--- config.mk ---
export PLATFORM = sky130hd
export DESIGN_NAME = prog_sequencer
export DESIGN_NICKNAME = d
export VERILOG_FILES = /design/src/rtl/prog_sequencer.sv
export SDC_FILE = /design/constraint.sdc
export NUM_CORES = 1
export LEC_CHECK = 0
export ABC_AREA = 1
export CORE_ASPECT_RATIO = 1.4
export CORE_MARGIN = 3
export CORE_UTILIZATION = 40
export CTS_CLUSTER_SIZE = 12
export DETAILED_ROUTE_END_ITERATION = 12
export DONT_BUFFER_PORTS = 1
export GPL_ROUTABILITY_DRIVEN = 0
export SYNTH_ARGS = -nofsm -noshare
export SYNTH_HDL_FRONTEND = slang
export SYNTH_SLANG_ARGS = --single-unit
--- constraint.sdc ---
create_clock -name clk -period 8.5 [get_ports clk]
set_clock_uncertainty 0.2 [all_clocks]
set_input_delay 0.85 -clock clk [delete_from_list [all_inputs] [get_ports clk]]
set_output_delay 0.85 -clock clk [all_outputs]
set_load 0.005 [all_outputs]
--- src/rtl/prog_sequencer.sv ---
// prog_sequencer: program-counter sequencer with a writable branch-target LUT.
// FSM IDLE -> RUN -> DONE; start restarts from START_ADDR in any state.
// Next PC in RUN: ret > call > taken branch (relative) > jump (absolute) > +1.
// Optional return-address stack enabled by defining the macro RAS_EN;
// without it call/ret are ignored and stk_err is tied low.
module prog_sequencer #(
  parameter int D          = 12,
  parameter int L          = 3,
  parameter int START_ADDR = 0,
  parameter int END_ADDR   = 128,
  parameter int RAS_DEPTH  = 4
) (
  input  logic         clk,
  input  logic         reset,
  input  logic         start,
  input  logic         stall,
  input  logic         branch,
  input  logic         taken,
  input  logic         jump,
  input  logic         call,
  input  logic         ret,
  input  logic [L-1:0] how_high,
  input  logic         lut_we,
  input  logic [L-1:0] lut_widx,
  input  logic [D-1:0] lut_wdata,
  output logic [D-1:0] prog_ctr,
  output logic         busy,
  output logic         done,
  output logic         stk_err
);

  localparam int NLUT = 1 << L;
  localparam int SPW  = $clog2(RAS_DEPTH + 1);
  localparam logic [D-1:0] START_PC = D'(START_ADDR);
  localparam logic [D-1:0] END_PC   = D'(END_ADDR);

  typedef enum logic [1:0] {S_IDLE = 2'd0, S_RUN = 2'd1, S_DONE = 2'd2} state_t;

  state_t       r_state;
  state_t       w_state_nxt;
  logic [D-1:0] r_pc;
  logic [D-1:0] w_pc_nxt;
  logic [D-1:0] w_pc_base;
  logic [D-1:0] w_pc_inc;
  logic [D-1:0] w_lut_rd;
  logic         w_run_adv;
  logic [D-1:0] r_lut [NLUT];

  assign prog_ctr  = r_pc;
  assign w_pc_inc  = r_pc + D'(1);
  assign w_lut_rd  = r_lut[how_high];
  // Only a running, non-terminal, non-stalled cycle lets the control inputs steer the PC.
  assign w_run_adv = (r_state == S_RUN) && (r_pc != END_PC) && !stall;

  // State register.
  always_ff @(posedge clk or posedge reset) begin
    if (reset) r_state <= S_IDLE;
    else       r_state <= w_state_nxt;
  end

  // Next-state logic: start wins everywhere; RUN ends when the PC reaches END_ADDR.
  always_comb begin
    w_state_nxt = r_state;
    if (start) begin
      w_state_nxt = S_RUN;
    end else begin
      case (r_state)
        S_RUN:   if (r_pc == END_PC) w_state_nxt = S_DONE;
        S_IDLE:  w_state_nxt = S_IDLE;
        S_DONE:  w_state_nxt = S_DONE;
        default: w_state_nxt = S_IDLE;
      endcase
    end
  end

  // Output decode from the registered state.
  always_comb begin
    busy = (r_state == S_RUN);
    done = (r_state == S_DONE);
  end

  // Branch-target LUT: written at the edge, so a same-cycle read sees the old entry.
  always_ff @(posedge clk or posedge reset) begin
    if (reset) begin
      for (int i = 0; i < NLUT; i++) r_lut[i] <= '0;
    end else if (lut_we) begin
      r_lut[lut_widx] <= lut_wdata;
    end
  end

  // Non-stack PC candidate: taken branch adds a two's-complement offset, wrapping mod 2^D.
  always_comb begin
    w_pc_base = w_pc_inc;
    if (branch && taken) w_pc_base = r_pc + w_lut_rd;
    else if (jump)       w_pc_base = w_lut_rd;
  end

`ifdef RAS_EN
  localparam int AW = (RAS_DEPTH > 1) ? $clog2(RAS_DEPTH) : 1;

  logic [D-1:0]   r_stk [RAS_DEPTH];
  logic [SPW-1:0] r_sp;
  logic [SPW-1:0] w_sp_m1;
  logic [D-1:0]   w_stk_top;
  logic           r_stk_err;
  logic           w_push;
  logic           w_pop;
  logic           w_err_set;

  assign w_sp_m1   = r_sp - SPW'(1);
  assign w_stk_top = r_stk[w_sp_m1[AW-1:0]];
  assign stk_err   = r_stk_err;

  // Next-PC selection with the stack: ret over call (so call+ret acts as ret), then base.
  always_comb begin
    w_pc_nxt  = r_pc;
    w_push    = 1'b0;
    w_pop     = 1'b0;
    w_err_set = 1'b0;
    if (start) begin
      w_pc_nxt = START_PC;
    end else if (w_run_adv) begin
      if (ret) begin
        if (r_sp == '0) begin
          w_err_set = 1'b1;
          w_pc_nxt  = w_pc_inc;
        end else begin
          w_pop    = 1'b1;
          w_pc_nxt = w_stk_top;
        end
      end else if (call) begin
        w_pc_nxt = w_lut_rd;
        if (r_sp == SPW'(RAS_DEPTH)) w_err_set = 1'b1;
        else                         w_push    = 1'b1;
      end else begin
        w_pc_nxt = w_pc_base;
      end
    end
  end

  // Stack pointer and sticky error flag; start empties the stack and clears the flag.
  always_ff @(posedge clk or posedge reset) begin
    if (reset) begin
      r_sp      <= '0;
      r_stk_err <= 1'b0;
    end else if (start) begin
      r_sp      <= '0;
      r_stk_err <= 1'b0;
    end else begin
      if (w_push)     r_sp <= r_sp + SPW'(1);
      else if (w_pop) r_sp <= w_sp_m1;
      if (w_err_set)  r_stk_err <= 1'b1;
    end
  end

  // Stack storage: entries above the pointer are don't-care, so no reset is needed.
  always_ff @(posedge clk) begin
    if (w_push) r_stk[r_sp[AW-1:0]] <= w_pc_inc;
  end
`else
  logic           w_unused_ras;
  logic [SPW-1:0] w_unused_depth;

  assign w_unused_ras   = call ^ ret;
  assign w_unused_depth = SPW'(RAS_DEPTH);
  assign stk_err        = 1'b0;

  // Next-PC selection without a stack: call and ret have no effect.
  always_comb begin
    w_pc_nxt = r_pc;
    if (start)          w_pc_nxt = START_PC;
    else if (w_run_adv) w_pc_nxt = w_pc_base;
  end
`endif

  // Program counter register.
  always_ff @(posedge clk or posedge reset) begin
    if (reset) r_pc <= '0;
    else       r_pc <= w_pc_nxt;
  end

endmodule
==> run_summary.xml, run 1 <==
<?xml version="1.0" encoding="UTF-8"?>
<metrics>
  <group name="synth">
    <metric name="count_of_flip_flops_with_a_built_in_enable_after_synthesis" unit="">0</metric>
    <metric name="dominantRegCellSynth" unit="">sky130_fd_sc_hd__dfrtp_1</metric>
    <metric name="yosys.cell_types.count" unit="">34</metric>
    <metric name="syn_area" unit="mm²">0.00609</metric>
    <metric name="synth.yosys.seq_area_share" unit="%">45.2</metric>
    <metric name="synthesis.yosys.warnings" unit="">0</metric>
    <metric name="ys_ff_latch" unit="">110</metric>
    <metric name="postSynthNetCount" unit="">875</metric>
    <metric name="post_synth.cell_area_avg" unit="µm²">7.33</metric>
    <metric name="synth-async-reset-ratio" unit="%">100</metric>
    <metric name="syn-instance-count" unit="">831</metric>
  </group>
  <group name="detailed_routing">
    <metric name="met1_length" unit="µm">7200</metric>
    <metric name="drt-vias-per-instance" unit="">5.20</metric>
    <metric name="dr.max_layer_used" unit="">met4</metric>
    <metric name="dr.pass1.iters" unit="">5</metric>
    <metric name="post-route-drc-count" unit="">0</metric>
    <metric name="met2RoutedLength" unit="µm">7790</metric>
    <metric name="dr_total_vias" unit="">5202</metric>
    <metric name="drtIter0Drc" unit="">448</metric>
    <metric name="drt-total-wl" unit="µm">15900</metric>
    <metric name="detail_route_antenna_nets" unit="">0</metric>
    <metric name="average_wire_length_per_cell_after_detail_routing" unit="µm">15.9</metric>
    <metric name="dr_wl_met3" unit="µm">637</metric>
  </group>
  <group name="final_layout">
    <metric name="mostFrequentLayoutCells" unit="">238 x sky130_fd_sc_hd__nand2_1, 135 x sky130_fd_sc_hd__o21ai_0, 110 x sky130_fd_sc_hd__dfrtp_1</metric>
    <metric name="layout_nets" unit="">851</metric>
    <metric name="final_common_cell" unit="">sky130_fd_sc_hd__nand2_1</metric>
    <metric name="syn2layout_area_growth" unit="%">5.84</metric>
    <metric name="postLayoutCoreUtil" unit="%">43.8</metric>
    <metric name="antenna-diode-count" unit="">0</metric>
    <metric name="post_route_cells_drive_above_1_share" unit="%">2.83</metric>
    <metric name="final_cell_count_no_fill" unit="">1001</metric>
  </group>
  <group name="critical_path">
    <metric name="worst_path_dominant_cell_family" unit="">simple AND/OR/NAND/NOR gates</metric>
    <metric name="worstPathBufferInverterCount" unit="">2</metric>
    <metric name="timing.critical_path.to_type" unit="">register</metric>
    <metric name="timing.critical_path.cells" unit="">inv_2, o21ai_0, nand2_1, o21ai_1, inv_1, ha_1, fa_1, nand3_1, nand2_1, nand4_1, nand2_1, nand2_1, nand3_1, nand3_1, nand2_1</metric>
    <metric name="worstSetupStartpointType" unit="">input pin</metric>
    <metric name="worstPathRequired" unit="ps">8540</metric>
    <metric name="timing.critical_path.slowest_cell_delay" unit="ps">460</metric>
    <metric name="timing.reg2reg.worst_path_depth" unit="">16</metric>
    <metric name="crit_fanout" unit="">58</metric>
    <metric name="criticalPathCategory" unit="">in2reg</metric>
    <metric name="timing.critical_path.arrival" unit="ps">3260</metric>
    <metric name="crit_path_top_cell_by_count" unit="">sky130_fd_sc_hd__nand2_1</metric>
    <metric name="cp_slowest_cell" unit="">sky130_fd_sc_hd__fa_1</metric>
    <metric name="number_of_cells_on_the_critical_path" unit="">15</metric>
    <metric name="setup_slack_of_the_most_critical_reg_to_reg_path" unit="ps">5710</metric>
  </group>
  <group name="pwr">
    <metric name="p_per_area" unit="mW/mm²">217</metric>
    <metric name="cellLeakagePower" unit="nW">3.15</metric>
    <metric name="peak_supply_drop" unit="V">0.0000987</metric>
  </group>
  <group name="global_route">
    <metric name="grt_max_degree" unit="">73</metric>
    <metric name="grt_overflow" unit="">0</metric>
    <metric name="grt_use_total" unit="%">19.5</metric>
    <metric name="antenna_found_initial" unit="">0</metric>
    <metric name="first_global_vias" unit="">4902</metric>
    <metric name="grt_pass1_wl" unit="µm">25400</metric>
  </group>
  <group name="place">
    <metric name="pre_cts_setup_slack" unit="ps">4880</metric>
    <metric name="post-place-cells" unit="">985</metric>
    <metric name="post-dp-hpwl" unit="µm">10800</metric>
    <metric name="portBuffers" unit="">0</metric>
  </group>
  <group name="clocking">
    <metric name="worst_skew_pair.late_latency" unit="ps">350</metric>
    <metric name="post_cts_buffers" unit="">0</metric>
    <metric name="clk_root_buffer_cell" unit="">sky130_fd_sc_hd__clkbuf_16</metric>
    <metric name="tritoncts" unit="">done</metric>
    <metric name="clk_pin_slew_worst_paths" unit="ps">80</metric>
    <metric name="postCtsHoldBufs" unit="">0</metric>
    <metric name="cts_buffers" unit="">9</metric>
    <metric name="clkSinkCount" unit="">110</metric>
    <metric name="cts_htree_levels" unit="">3</metric>
    <metric name="max-clock-path-buffers" unit="">2</metric>
    <metric name="ctsResizeCount" unit="">0</metric>
  </group>
  <group name="floorplan">
    <metric name="die_area" unit="mm²">0.0168</metric>
    <metric name="fp.dieH" unit="µm">152</metric>
    <metric name="design.core.area" unit="mm²">0.0147</metric>
    <metric name="start_util" unit="%">41.4</metric>
    <metric name="rows" unit="">52</metric>
    <metric name="floorplan.die.width" unit="µm">110</metric>
    <metric name="top_level_ports" unit="">43</metric>
  </group>
  <group name="timing">
    <metric name="setup_tns" unit="ps">0</metric>
    <metric name="post-route-min-period" unit="ps">3220</metric>
    <metric name="worstMarginPinSlew" unit="ps">903</metric>
    <metric name="hold_ws" unit="ps">197</metric>
    <metric name="final_max_slew_viol_count" unit="">0</metric>
    <metric name="timing.final.setup_violations" unit="">0</metric>
    <metric name="report.final.hold_viol_count" unit="">0</metric>
    <metric name="rsz0062_at_grt" unit="">no</metric>
    <metric name="worst_slack" unit="ps">5280</metric>
    <metric name="max_clock_freq" unit="MHz">311</metric>
    <metric name="relSlewSlack" unit="%">39.8</metric>
    <metric name="finalCritPeriodShare" unit="%">37.9</metric>
  </group>
  <group name="status">
    <metric name="status" unit="">completed</metric>
  </group>
  <group name="worst_hold_path">
    <metric name="min-delay-path-class" unit="">in2async</metric>
  </group>
  <group name="job">
    <metric name="max-cap-violations" unit="">0</metric>
  </group>
</metrics>
-- kinds of logic after synthesis --
group                      share of synthesized area (%)
and+or+nand+nor                                     27.3
adders and majority gates                           3.41
AOI/OAI and AO/OA                                   16.0
DFF                                                 45.2
xor gates and xnor gates                           0.288
other                                             0.0616
buffers and inverters                               7.79
-- flip-flops by register name, summed over array words and instances, names as in the netlist --
register,count
r_state,2
r_lut,96
prog_ctr,12
-- synth_stat cells (2+ instances only) --
library cell               number  area (µm²)
sky130_fd_sc_hd__nand4_1        5        31.3
sky130_fd_sc_hd__o22ai_1        5        31.3
sky130_fd_sc_hd__buf_4          6        45.0
sky130_fd_sc_hd__o21ai_1       12        60.1
sky130_fd_sc_hd__ha_1          15         188
sky130_fd_sc_hd__a21oi_1       10        50.1
sky130_fd_sc_hd__clkinv_1       3        11.3
sky130_fd_sc_hd__o21ai_0      135         676
sky130_fd_sc_hd__nor3_1         3        15.0
sky130_fd_sc_hd__and2_1         5        31.3
sky130_fd_sc_hd__nand3_1       66         330
sky130_fd_sc_hd__nand3b_1       3        22.5
sky130_fd_sc_hd__nand2_1      238         893
sky130_fd_sc_hd__buf_6          2        22.5
sky130_fd_sc_hd__buf_2          7        35.0
sky130_fd_sc_hd__dfrtp_1      110        2750
sky130_fd_sc_hd__nor2_1        80         300
sky130_fd_sc_hd__inv_1         73         274
sky130_fd_sc_hd__o211ai_1      15         113
sky130_fd_sc_hd__a21o_1         2        15.0
sky130_fd_sc_hd__clkbuf_1      21        78.8
sky130_fd_sc_hd__or2_2          3        18.8
-- routing by layer --
metal	vias to the layer above	GRT usage [%]
met2	96	32.6
li1	2653	-
met1	2433	25.9
met5	-	0
met3	20	2.33
met4	0	6.69
-- worst reg2reg max path: cells and delay by family, from the launching register on --
| family | cells | cell delay, ps |
|---|---|---|
| buffers and inverters | 1 | 80 |
| AOI/OAI and AO/OA | 2 | 360 |
| DFF | 1 | 380 |
| adders and majority gates | 2 | 700 |
| and+or+nand+nor | 11 | 960 |
-- area by class of cell --
type / count / area, µm²
Sequential cell: 110 / 2750
Timing Repair Buffer: 2 / 15.0
Multi-Input combinational cell: 607 / 2860
Inverter: 77 / 292
Clock buffer: 12 / 256
Clock inverter: 4 / 30.0
Fill cell: 1581 / 8260
Tap cell: 189 / 236
-- power breakdown --
part | switching, mW | leakage [nW] | total, mW | internal [mW]
Combinational | 0.189 | 1.62 | 0.303 | 0.114
Sequential | 0.0642 | 1.39 | 0.686 | 0.622
Clock | 0.196 | 0.139 | 0.412 | 0.217
-- worst paths after layout --
path / start / end
setup / recovery: how_high[0] / prog_ctr[8]$_DFFE_PP0P_
min in group clk: r_lut[14]$_DFFE_PP0P_ / r_lut[14]$_DFFE_PP0P_
hold / removal: reset / prog_ctr[2]$_DFFE_PP0P_
hold reg to reg: r_lut[14]$_DFFE_PP0P_ / r_lut[14]$_DFFE_PP0P_
max in group asynchronous: reset / r_lut[22]$_DFFE_PP0P_
setup reg to reg: r_lut[36]$_DFFE_PP0P_ / prog_ctr[8]$_DFFE_PP0P_
-- stage by stage --
| step | cell area [µm²] | power [mW] |
|---|---|---|
| 3_5_place_dp | 6160 | 1.00 |
| 5_1_grt | 6440 | 1.50 |
| 4_1_cts | 6440 | 1.41 |
| 3_3_place_gp | 6160 | 0.993 |
| 2_1_floorplan | 6090 | 0.930 |
| 6_report | 6440 | 1.40 |
Note: power is estimated with default switching activity, not from simulation.
==> run 2: changes to the inputs <==
- clock period: 8.5 -> 2.6 ns (I/O delays scaled with it)
==> run 2 against run 1 <==
Net effect: the flow now finishes with violations (negative hold slack); clock power grew to 3.4 times the previous value; combinational power grew to 3.8 times the previous value; power grew to 3.4 times the previous value; sequential cell count is the same; sequential power grew to 3.2 times the previous value; critical path depth is the same; count of clock-buffer cells in the layout shrank 1; setup slack lost 5100 ps; wire length grew 1.4%; via count grew 3.6%; sequential share of layout area shrank 3.0 points.
==> run_summary.xml, run 2 (same netlist as run 1, synthesis figures left out) <==
<?xml version="1.0" encoding="UTF-8"?>
<metrics>
  <group name="timing">
    <metric name="rsz0062_at_grt" unit="">yes</metric>
    <metric name="relSlewSlack" unit="%">38.8</metric>
    <metric name="final_max_slew_viol_count" unit="">0</metric>
    <metric name="timing.final.setup_violations" unit="">0</metric>
    <metric name="post-route-min-period" unit="ps">2440</metric>
    <metric name="worst_slack" unit="ps">164</metric>
    <metric name="worstMarginPinSlew" unit="ps">916</metric>
    <metric name="finalCritPeriodShare" unit="%">93.7</metric>
    <metric name="max_clock_freq" unit="MHz">410</metric>
    <metric name="hold_ws" unit="ps">-2.06</metric>
    <metric name="setup_tns" unit="ps">0</metric>
    <metric name="report.final.hold_viol_count" unit="">4</metric>
  </group>
  <group name="final_layout">
    <metric name="largest_register" unit="">r_lut</metric>
    <metric name="final_cell_count_no_fill" unit="">1043</metric>
    <metric name="mostFrequentLayoutCells" unit="">236 x sky130_fd_sc_hd__nand2_1, 134 x sky130_fd_sc_hd__o21ai_0, 110 x sky130_fd_sc_hd__dfrtp_1</metric>
    <metric name="postLayoutCoreUtil" unit="%">47.1</metric>
    <metric name="post_route_cells_drive_above_1_share" unit="%">7.50</metric>
    <metric name="fillers" unit="">1556</metric>
    <metric name="layout_nets" unit="">892</metric>
    <metric name="syn2layout_area_growth" unit="%">13.7</metric>
    <metric name="largest_register_ff_count" unit="">96</metric>
    <metric name="register_area" unit="mm²">0.00275</metric>
    <metric name="multi_input_area" unit="mm²">0.00295</metric>
    <metric name="finalInstanceArea" unit="mm²">0.00693</metric>
    <metric name="final_common_cell" unit="">sky130_fd_sc_hd__nand2_1</metric>
  </group>
  <group name="pwr">
    <metric name="power.share.switching" unit="%">31.4</metric>
    <metric name="power_frac_seq" unit="%">46.4</metric>
    <metric name="cellInternalPower" unit="mW">3.29</metric>
    <metric name="p_per_area" unit="mW/mm²">692</metric>
    <metric name="clkPwrFrac" unit="%">29.3</metric>
    <metric name="power_switching" unit="mW">1.50</metric>
    <metric name="power_frac_comb" unit="%">24.3</metric>
    <metric name="cellLeakagePower" unit="nW">3.34</metric>
    <metric name="peak_supply_drop" unit="V">0.000438</metric>
  </group>
  <group name="place">
    <metric name="pre_cts_setup_slack" unit="ps">-21.7</metric>
    <metric name="portBuffers" unit="">0</metric>
    <metric name="post-dp-hpwl" unit="µm">11300</metric>
    <metric name="post-place-cells" unit="">1011</metric>
    <metric name="placement.cell_area" unit="mm²">0.00638</metric>
  </group>
  <group name="status">
    <metric name="status" unit="">finished, violations left</metric>
    <metric name="failed_checks" unit="">negative hold slack</metric>
  </group>
  <group name="critical_path">
    <metric name="r2r-start" unit="">r_lut[36]$_DFFE_PP0P_</metric>
    <metric name="timing.critical_path.from" unit="">r_lut[36]$_DFFE_PP0P_</metric>
    <metric name="timing.critical_path.arrival" unit="ps">2480</metric>
    <metric name="timing.critical_path.to_type" unit="">register</metric>
    <metric name="timing.critical_path.slowest_cell_delay" unit="ps">390</metric>
    <metric name="worstPathRequired" unit="ps">2640</metric>
    <metric name="crit_fanout" unit="">3</metric>
    <metric name="crit_path_top_cell_by_count" unit="">sky130_fd_sc_hd__nand2_1</metric>
    <metric name="worstSetupStartpointType" unit="">register</metric>
    <metric name="timing.critical_path.cells" unit="">nor2_1, nor2_1, o21ai_1, nand2_1, o21ai_2, inv_2, ha_4, fa_2, nand3_2, nand2_2, nand2_1, a21oi_1, nand3b_1, nand3_1, nand2_1</metric>
    <metric name="criticalPathCategory" unit="">reg2reg</metric>
    <metric name="cp_slowest_cell" unit="">sky130_fd_sc_hd__fa_2</metric>
  </group>
  <group name="floorplan">
    <metric name="rows" unit="">52</metric>
    <metric name="fp.dieH" unit="µm">152</metric>
    <metric name="start_util" unit="%">41.4</metric>
    <metric name="floorplan.die.width" unit="µm">110</metric>
    <metric name="design.core.area" unit="mm²">0.0147</metric>
    <metric name="die_area" unit="mm²">0.0168</metric>
    <metric name="top_level_ports" unit="">43</metric>
  </group>
  <group name="detailed_routing">
    <metric name="drtIter0Drc" unit="">466</metric>
    <metric name="drt-total-wl" unit="µm">16200</metric>
    <metric name="drt-vias-per-instance" unit="">5.16</metric>
    <metric name="dr.pass1.iters" unit="">5</metric>
    <metric name="average_wire_length_per_cell_after_detail_routing" unit="µm">15.5</metric>
    <metric name="post-route-drc-count" unit="">0</metric>
    <metric name="dr_total_vias" unit="">5387</metric>
    <metric name="detail_route_antenna_nets" unit="">0</metric>
  </group>
  <group name="clocking">
    <metric name="cts_buffers" unit="">9</metric>
    <metric name="clk_root_buffer_cell" unit="">sky130_fd_sc_hd__clkbuf_16</metric>
    <metric name="cts_htree_levels" unit="">3</metric>
    <metric name="clkSinkCount" unit="">110</metric>
    <metric name="clk_pin_slew_worst_paths" unit="ps">70</metric>
    <metric name="worst_skew_pair.late_latency" unit="ps">350</metric>
    <metric name="post_cts_buffers" unit="">0</metric>
    <metric name="max-clock-path-buffers" unit="">2</metric>
    <metric name="tritoncts" unit="">done</metric>
  </group>
  <group name="global_route">
    <metric name="grt_use_total" unit="%">20.1</metric>
    <metric name="grt_pass1_wl" unit="µm">26400</metric>
    <metric name="antenna_found_initial" unit="">1</metric>
    <metric name="first_global_vias" unit="">5154</metric>
    <metric name="grt_overflow" unit="">0</metric>
    <metric name="grt_max_degree" unit="">59</metric>
  </group>
  <group name="worst_hold_path">
    <metric name="worst_hold_startpoint" unit="">lut_wdata[6]</metric>
    <metric name="min-delay-path-class" unit="">in2reg</metric>
  </group>
  <group name="job">
    <metric name="max-cap-violations" unit="">0</metric>
  </group>
</metrics>
## run 2: cell types whose count changed in the layout (fill, tap and decap cells not counted), moves of 2 or more
cell	previous run	this run
sky130_fd_sc_hd__buf_4	2	26
sky130_fd_sc_hd__dlygate4sd3_1	0	15
sky130_fd_sc_hd__ha_1	15	10
sky130_fd_sc_hd__ha_4	0	5
sky130_fd_sc_hd__nor2_1	80	77
sky130_fd_sc_hd__nor2_2	0	3
sky130_fd_sc_hd__buf_12	0	2
sky130_fd_sc_hd__clkinvlp_4	1	3
sky130_fd_sc_hd__nand2_1	238	236
sky130_fd_sc_hd__nand2_2	0	2
sky130_fd_sc_hd__nand3_1	66	64
sky130_fd_sc_hd__nand3_2	0	2
## run 2: through the flow
stage	total power, mW	hold slack, ps
after floorplan	3.04	132
after global placement	3.33	27.2
after detailed placement	3.35	27.5
after CTS	4.78	1.76
after global routing	5.13	26.4
final	4.79	-2.06
## run 2: path summary, 6_finish.rpt
kind | end | slack, ps | cells after the start
worst max register to register | prog_ctr[6]$_DFFE_PP0P_ | 160 | 15
worst min register to register | r_lut[16]$_DFFE_PP0P_ | 280 | 2
worst min-delay path | r_lut[42]$_DFFE_PP0P_ | -2 | 2
min in group asynchronous | r_lut[63]$_DFFE_PP0P_ | 260 | 2
worst max-delay path | prog_ctr[6]$_DFFE_PP0P_ | 160 | 15
max in group asynchronous | prog_ctr[6]$_DFFE_PP0P_ | 1170 | 3
## run 2: what timing repair did
item	in CTS	in global routing
hold buffers	15	0
hold endpoints to repair	90	0
gates resized for setup	0	18
setup endpoints to repair	0	10
## run 2: power by group through the flow
stage	clock network [mW]	logic, mW	registers [mW]
after CTS	1.43	1.13	2.22
after global routing	1.50	1.36	2.27
final	1.40	1.16	2.22
after detailed placement	0	1.10	2.25
after floorplan	0	0.826	2.21
after global placement	0	1.09	2.24
## run 2: routing by layer
metal  GRT usage (%)  share of wire [%]  vias up
li1                -                  -     2741
met1            26.0                 44     2548
met2            34.3                 51       84
met3            3.65                3.4       14
met4            4.93                1.3        0
met5               0                  0        -
## run 2: final cells by class
class / instances / area share [%]
diodes: 1 / 0.0361
clock buffers: 11 / 3.50
clock inverters: 5 / 0.849
inverters: 77 / 4.23
multi-input cells: 607 / 42.7
flip-flops and latches: 110 / 39.7
well taps: 189 / 3.41
repair buffers: 43 / 5.56
## run 2: critical path: cells and delay by family, from the launching register on
family,cells,cell delay [ps]
buffers and inverters,1,70
and+or+nand+nor,9,770
adders and majority gates,2,560
AOI/OAI and AO/OA,3,350
DFF,1,370
==> run 3: changes to the inputs <==
- ABC_AREA: 1 -> unset
==> run 3 against run 2 <==
Net effect: via count decreased by 30%; core utilization increased by 3.0 points; synthesized cell count decreased by 46%; largest cell class unchanged; power increased by 13%; critical path type unchanged; first-iteration DRC count decreased by 62%; the run ends with negative setup slack left; sequential power increased by 3%; highest routed layer unchanged; hold slack improved by 11 ps; global-route usage decreased by 2.4 points; wire length decreased by 18%; synthesized area decreased by 4.7%; sequential cell count unchanged.
==> run_summary.xml, run 3 <==
<?xml version="1.0" encoding="UTF-8"?>
<metrics>
  <group name="synth">
    <metric name="post-synth-top-area-fraction" unit="%">47.4</metric>
    <metric name="yosys.cell_count.top_type" unit="">sky130_fd_sc_hd__dfrtp_1</metric>
    <metric name="postSynthNetCount" unit="">490</metric>
    <metric name="synth-async-reset-ratio" unit="%">100</metric>
    <metric name="post_synth.cell_area_avg" unit="µm²">13.0</metric>
    <metric name="synth_mux_area_share" unit="%">30.8</metric>
    <metric name="dominant_combinational_cell_family_by_area_after_synthesis" unit="">multiplexers</metric>
    <metric name="synth.top_cells.by_count" unit="">110 x sky130_fd_sc_hd__dfrtp_1, 96 x sky130_fd_sc_hd__mux2_1, 24 x sky130_fd_sc_hd__nand2_1</metric>
    <metric name="syn_area" unit="mm²">0.00580</metric>
    <metric name="yosys.cell_types.count" unit="">47</metric>
    <metric name="dominantRegCellSynth" unit="">sky130_fd_sc_hd__dfrtp_1</metric>
    <metric name="synthTopCellsByArea" unit="">sky130_fd_sc_hd__dfrtp_1 47%, sky130_fd_sc_hd__mux2_1 19%, sky130_fd_sc_hd__mux4_2 8.5%</metric>
    <metric name="syn-instance-count" unit="">446</metric>
    <metric name="synth-xor-area-share" unit="%">2.72</metric>
    <metric name="synth_adder_area_share" unit="%">3.58</metric>
    <metric name="post-synth-top-area-cell" unit="">sky130_fd_sc_hd__dfrtp_1</metric>
    <metric name="synth.yosys.seq_area_share" unit="%">47.4</metric>
    <metric name="count_of_flip_flops_with_a_built_in_enable_after_synthesis" unit="">0</metric>
    <metric name="ys_ff_latch" unit="">110</metric>
    <metric name="synthesis.yosys.warnings" unit="">0</metric>
    <metric name="synth_compound_gate_area_share" unit="%">6.10</metric>
    <metric name="post_synth_and_or_nand_nor_area_fraction" unit="%">6.88</metric>
  </group>
  <group name="pwr">
    <metric name="power_frac_comb" unit="%">30.0</metric>
    <metric name="cellLeakagePower" unit="nW">3.03</metric>
    <metric name="clkPwrFrac" unit="%">27.8</metric>
    <metric name="p_per_area" unit="mW/mm²">766</metric>
    <metric name="cellInternalPower" unit="mW">3.87</metric>
    <metric name="power.share.switching" unit="%">28.2</metric>
    <metric name="peak_supply_drop" unit="V">0.000301</metric>
    <metric name="power_switching" unit="mW">1.52</metric>
    <metric name="power_frac_seq" unit="%">42.3</metric>
  </group>
  <group name="detailed_routing">
    <metric name="average_wire_length_per_cell_after_detail_routing" unit="µm">19.3</metric>
    <metric name="drtIter0Drc" unit="">179</metric>
    <metric name="post-route-drc-count" unit="">0</metric>
    <metric name="drt-total-wl" unit="µm">13300</metric>
    <metric name="dr_total_vias" unit="">3750</metric>
    <metric name="detail_route_antenna_nets" unit="">0</metric>
    <metric name="dr.pass1.iters" unit="">6</metric>
    <metric name="drt-vias-per-instance" unit="">5.43</metric>
  </group>
  <group name="clocking">
    <metric name="max-clock-path-buffers" unit="">2</metric>
    <metric name="clkSinkCount" unit="">110</metric>
    <metric name="cts_buffers" unit="">9</metric>
    <metric name="clk_pin_slew_worst_paths" unit="ps">70</metric>
    <metric name="worst_skew_pair.late_latency" unit="ps">340</metric>
    <metric name="clk_root_buffer_cell" unit="">sky130_fd_sc_hd__clkbuf_16</metric>
    <metric name="cts_htree_levels" unit="">3</metric>
    <metric name="tritoncts" unit="">done</metric>
  </group>
  <group name="critical_path">
    <metric name="timing.critical_path.to_type" unit="">register</metric>
    <metric name="cp_slowest_cell" unit="">sky130_fd_sc_hd__mux4_2</metric>
    <metric name="worst_path_dominant_cell_family" unit="">compound AO/OA/AOI/OAI gates</metric>
    <metric name="worstSetupStartpointType" unit="">register</metric>
    <metric name="number_of_cells_on_the_critical_path" unit="">11</metric>
    <metric name="timing.critical_path.cells" unit="">mux4_2, mux2_4, buf_6, fa_2, a21o_1, a21oi_2, o32ai_2, o41ai_2, xor2_1, nand2_1, a22o_1</metric>
    <metric name="timing.critical_path.arrival" unit="ps">3180</metric>
    <metric name="timing.critical_path.slowest_cell_delay" unit="ps">470</metric>
    <metric name="worstPathBufferInverterCount" unit="">1</metric>
    <metric name="timing.reg2reg.worst_path_depth" unit="">11</metric>
    <metric name="worstPathRequired" unit="ps">2630</metric>
    <metric name="criticalPathCategory" unit="">reg2reg</metric>
    <metric name="crit_fanout" unit="">2</metric>
  </group>
  <group name="floorplan">
    <metric name="rows" unit="">51</metric>
    <metric name="top_level_ports" unit="">43</metric>
    <metric name="floorplan.die.width" unit="µm">108</metric>
    <metric name="design.core.area" unit="mm²">0.0140</metric>
    <metric name="die_area" unit="mm²">0.0160</metric>
    <metric name="start_util" unit="%">41.3</metric>
    <metric name="fp.dieH" unit="µm">149</metric>
  </group>
  <group name="final_layout">
    <metric name="layout_nets" unit="">544</metric>
    <metric name="antenna-diode-count" unit="">0</metric>
    <metric name="syn2layout_area_growth" unit="%">21.3</metric>
    <metric name="postLayoutCoreUtil" unit="%">50.1</metric>
    <metric name="final_cell_count_no_fill" unit="">690</metric>
    <metric name="final_common_cell" unit="">sky130_fd_sc_hd__dfrtp_1</metric>
    <metric name="mostFrequentLayoutCells" unit="">110 x sky130_fd_sc_hd__dfrtp_1, 96 x sky130_fd_sc_hd__mux2_1, 47 x sky130_fd_sc_hd__buf_4</metric>
    <metric name="largest_register_ff_count" unit="">96</metric>
    <metric name="finalInstanceArea" unit="mm²">0.00704</metric>
    <metric name="post_route_cells_drive_above_1_share" unit="%">25.7</metric>
    <metric name="largest_register" unit="">r_lut</metric>
    <metric name="fillers" unit="">1247</metric>
  </group>
  <group name="timing">
    <metric name="rsz0062_at_grt" unit="">yes</metric>
    <metric name="finalCritPeriodShare" unit="%">121</metric>
    <metric name="post-route-min-period" unit="ps">3150</metric>
    <metric name="max_clock_freq" unit="MHz">317</metric>
    <metric name="hold_ws" unit="ps">8.86</metric>
    <metric name="report.final.hold_viol_count" unit="">0</metric>
    <metric name="setup_tns" unit="ps">-2930</metric>
    <metric name="relSlewSlack" unit="%">62.6</metric>
    <metric name="timing.final.setup_violations" unit="">8</metric>
    <metric name="worstMarginPinSlew" unit="ps">561</metric>
    <metric name="worst_slack" unit="ps">-553</metric>
    <metric name="final_max_slew_viol_count" unit="">0</metric>
  </group>
  <group name="global_route">
    <metric name="grt_max_degree" unit="">30</metric>
    <metric name="first_global_vias" unit="">4034</metric>
    <metric name="grt_pass1_wl" unit="µm">21700</metric>
    <metric name="antenna_found_initial" unit="">0</metric>
    <metric name="grt_overflow" unit="">0</metric>
    <metric name="grt_use_total" unit="%">17.7</metric>
  </group>
  <group name="place">
    <metric name="portBuffers" unit="">0</metric>
    <metric name="post-dp-hpwl" unit="µm">9280</metric>
    <metric name="post-place-cells" unit="">654</metric>
    <metric name="placement.cell_area" unit="mm²">0.00643</metric>
  </group>
  <group name="status">
    <metric name="status" unit="">finished, violations left</metric>
    <metric name="failed_checks" unit="">negative setup slack</metric>
  </group>
  <group name="worst_hold_path">
    <metric name="min-delay-path-class" unit="">in2reg</metric>
    <metric name="number_of_cells_on_the_worst_hold_path" unit="">3</metric>
  </group>
  <group name="job">
    <metric name="max-cap-violations" unit="">0</metric>
  </group>
</metrics>
-- run 3: cell types whose count changed in the layout (fill, tap and decap cells not counted), moves of 21 or more --
| cell | delta |
|---|---|
| sky130_fd_sc_hd__buf_4 | +21 |
| sky130_fd_sc_hd__inv_1 | -63 |
| sky130_fd_sc_hd__mux2_1 | +96 |
| sky130_fd_sc_hd__mux4_2 | +23 |
| sky130_fd_sc_hd__nand2_1 | -212 |
| sky130_fd_sc_hd__nand3_1 | -57 |
| sky130_fd_sc_hd__nor2_1 | -58 |
| sky130_fd_sc_hd__o21ai_0 | -132 |
-- run 3: worst paths after layout --
check / from / end / slack [ps]
hold / removal: jump / prog_ctr[4]$_DFFE_PP0P_ / 9
min in group asynchronous: reset / r_lut[63]$_DFFE_PP0P_ / 220
hold reg to reg: r_lut[47]$_DFFE_PP0P_ / r_lut[47]$_DFFE_PP0P_ / 280
setup / recovery: r_lut[13]$_DFFE_PP0P_ / prog_ctr[10]$_DFFE_PP0P_ / -550
setup reg to reg: r_lut[13]$_DFFE_PP0P_ / prog_ctr[10]$_DFFE_PP0P_ / -550
max in group asynchronous: reset / prog_ctr[7]$_DFFE_PP0P_ / 1250
-- run 3: per-layer routing --
metal | wire length, µm | track usage, % | share of wire, %
met1 | 5420 | 20.6 | 41
met2 | 7300 | 33.6 | 55
met3 | 399 | 2.43 | 3.0
met4 | 183 | 4.80 | 1.4
met5 | 0 | 0 | 0
-- run 3: worst min-delay path, stage by stage --
cell	delay, ps
sky130_fd_sc_hd__o21ai_1	50
sky130_fd_sc_hd__a21oi_1	130
sky130_fd_sc_hd__o21ai_1	60
-- run 3: through the flow --
step                      setup slack (ps)  total power, mW
after floorplan                       -727             3.38
after global placement                -653             3.74
after detailed placement              -676             3.81
after CTS                             -532             5.43
after global routing                  -681             5.73
final                                 -553             5.40
-- run 3: final cells by class --
class / instances / area, µm² / area share [%]
clock buffer: 10 / 239 / 3.39
clock inverter: 6 / 90.1 / 1.28
inverter: 9 / 37.5 / 0.533
multi-input combinational: 305 / 3140 / 44.7
sequential: 110 / 2750 / 39.1
tap: 185 / 231 / 3.29
timing repair buffer: 65 / 544 / 7.73
-- run 3: cell families (layout without fill, tap and decap cells) --
group | Yosys count | after routing
XOR/XNOR | 18 | 18
buffers and inverters | 31 | 90
multiplexers | 134 | 134
adder cells (fa/ha/maj) | 16 | 16
AO/OA/AOI/OAI | 55 | 55
other | 1 | 1
flip-flops | 110 | 110
AND/OR/NAND/NOR | 81 | 81
-- run 3: what timing repair did --
item,in CTS,in global routing
setup endpoints to repair,8,8
buffers inserted,4,0
pin swaps,14,8
hold endpoints to repair,145,0
hold buffers,16,0
gates resized for setup,14,5
-- run 3: power by group through the flow --
stage               registers, mW  logic [mW]  clock network, mW
finish                       2.28        1.62               1.50
global route                 2.32        1.80               1.60
CTS                          2.28        1.61               1.54
detailed placement           2.31        1.50                  0
global placement             2.28        1.46                  0
floorplan                    2.27        1.10                  0
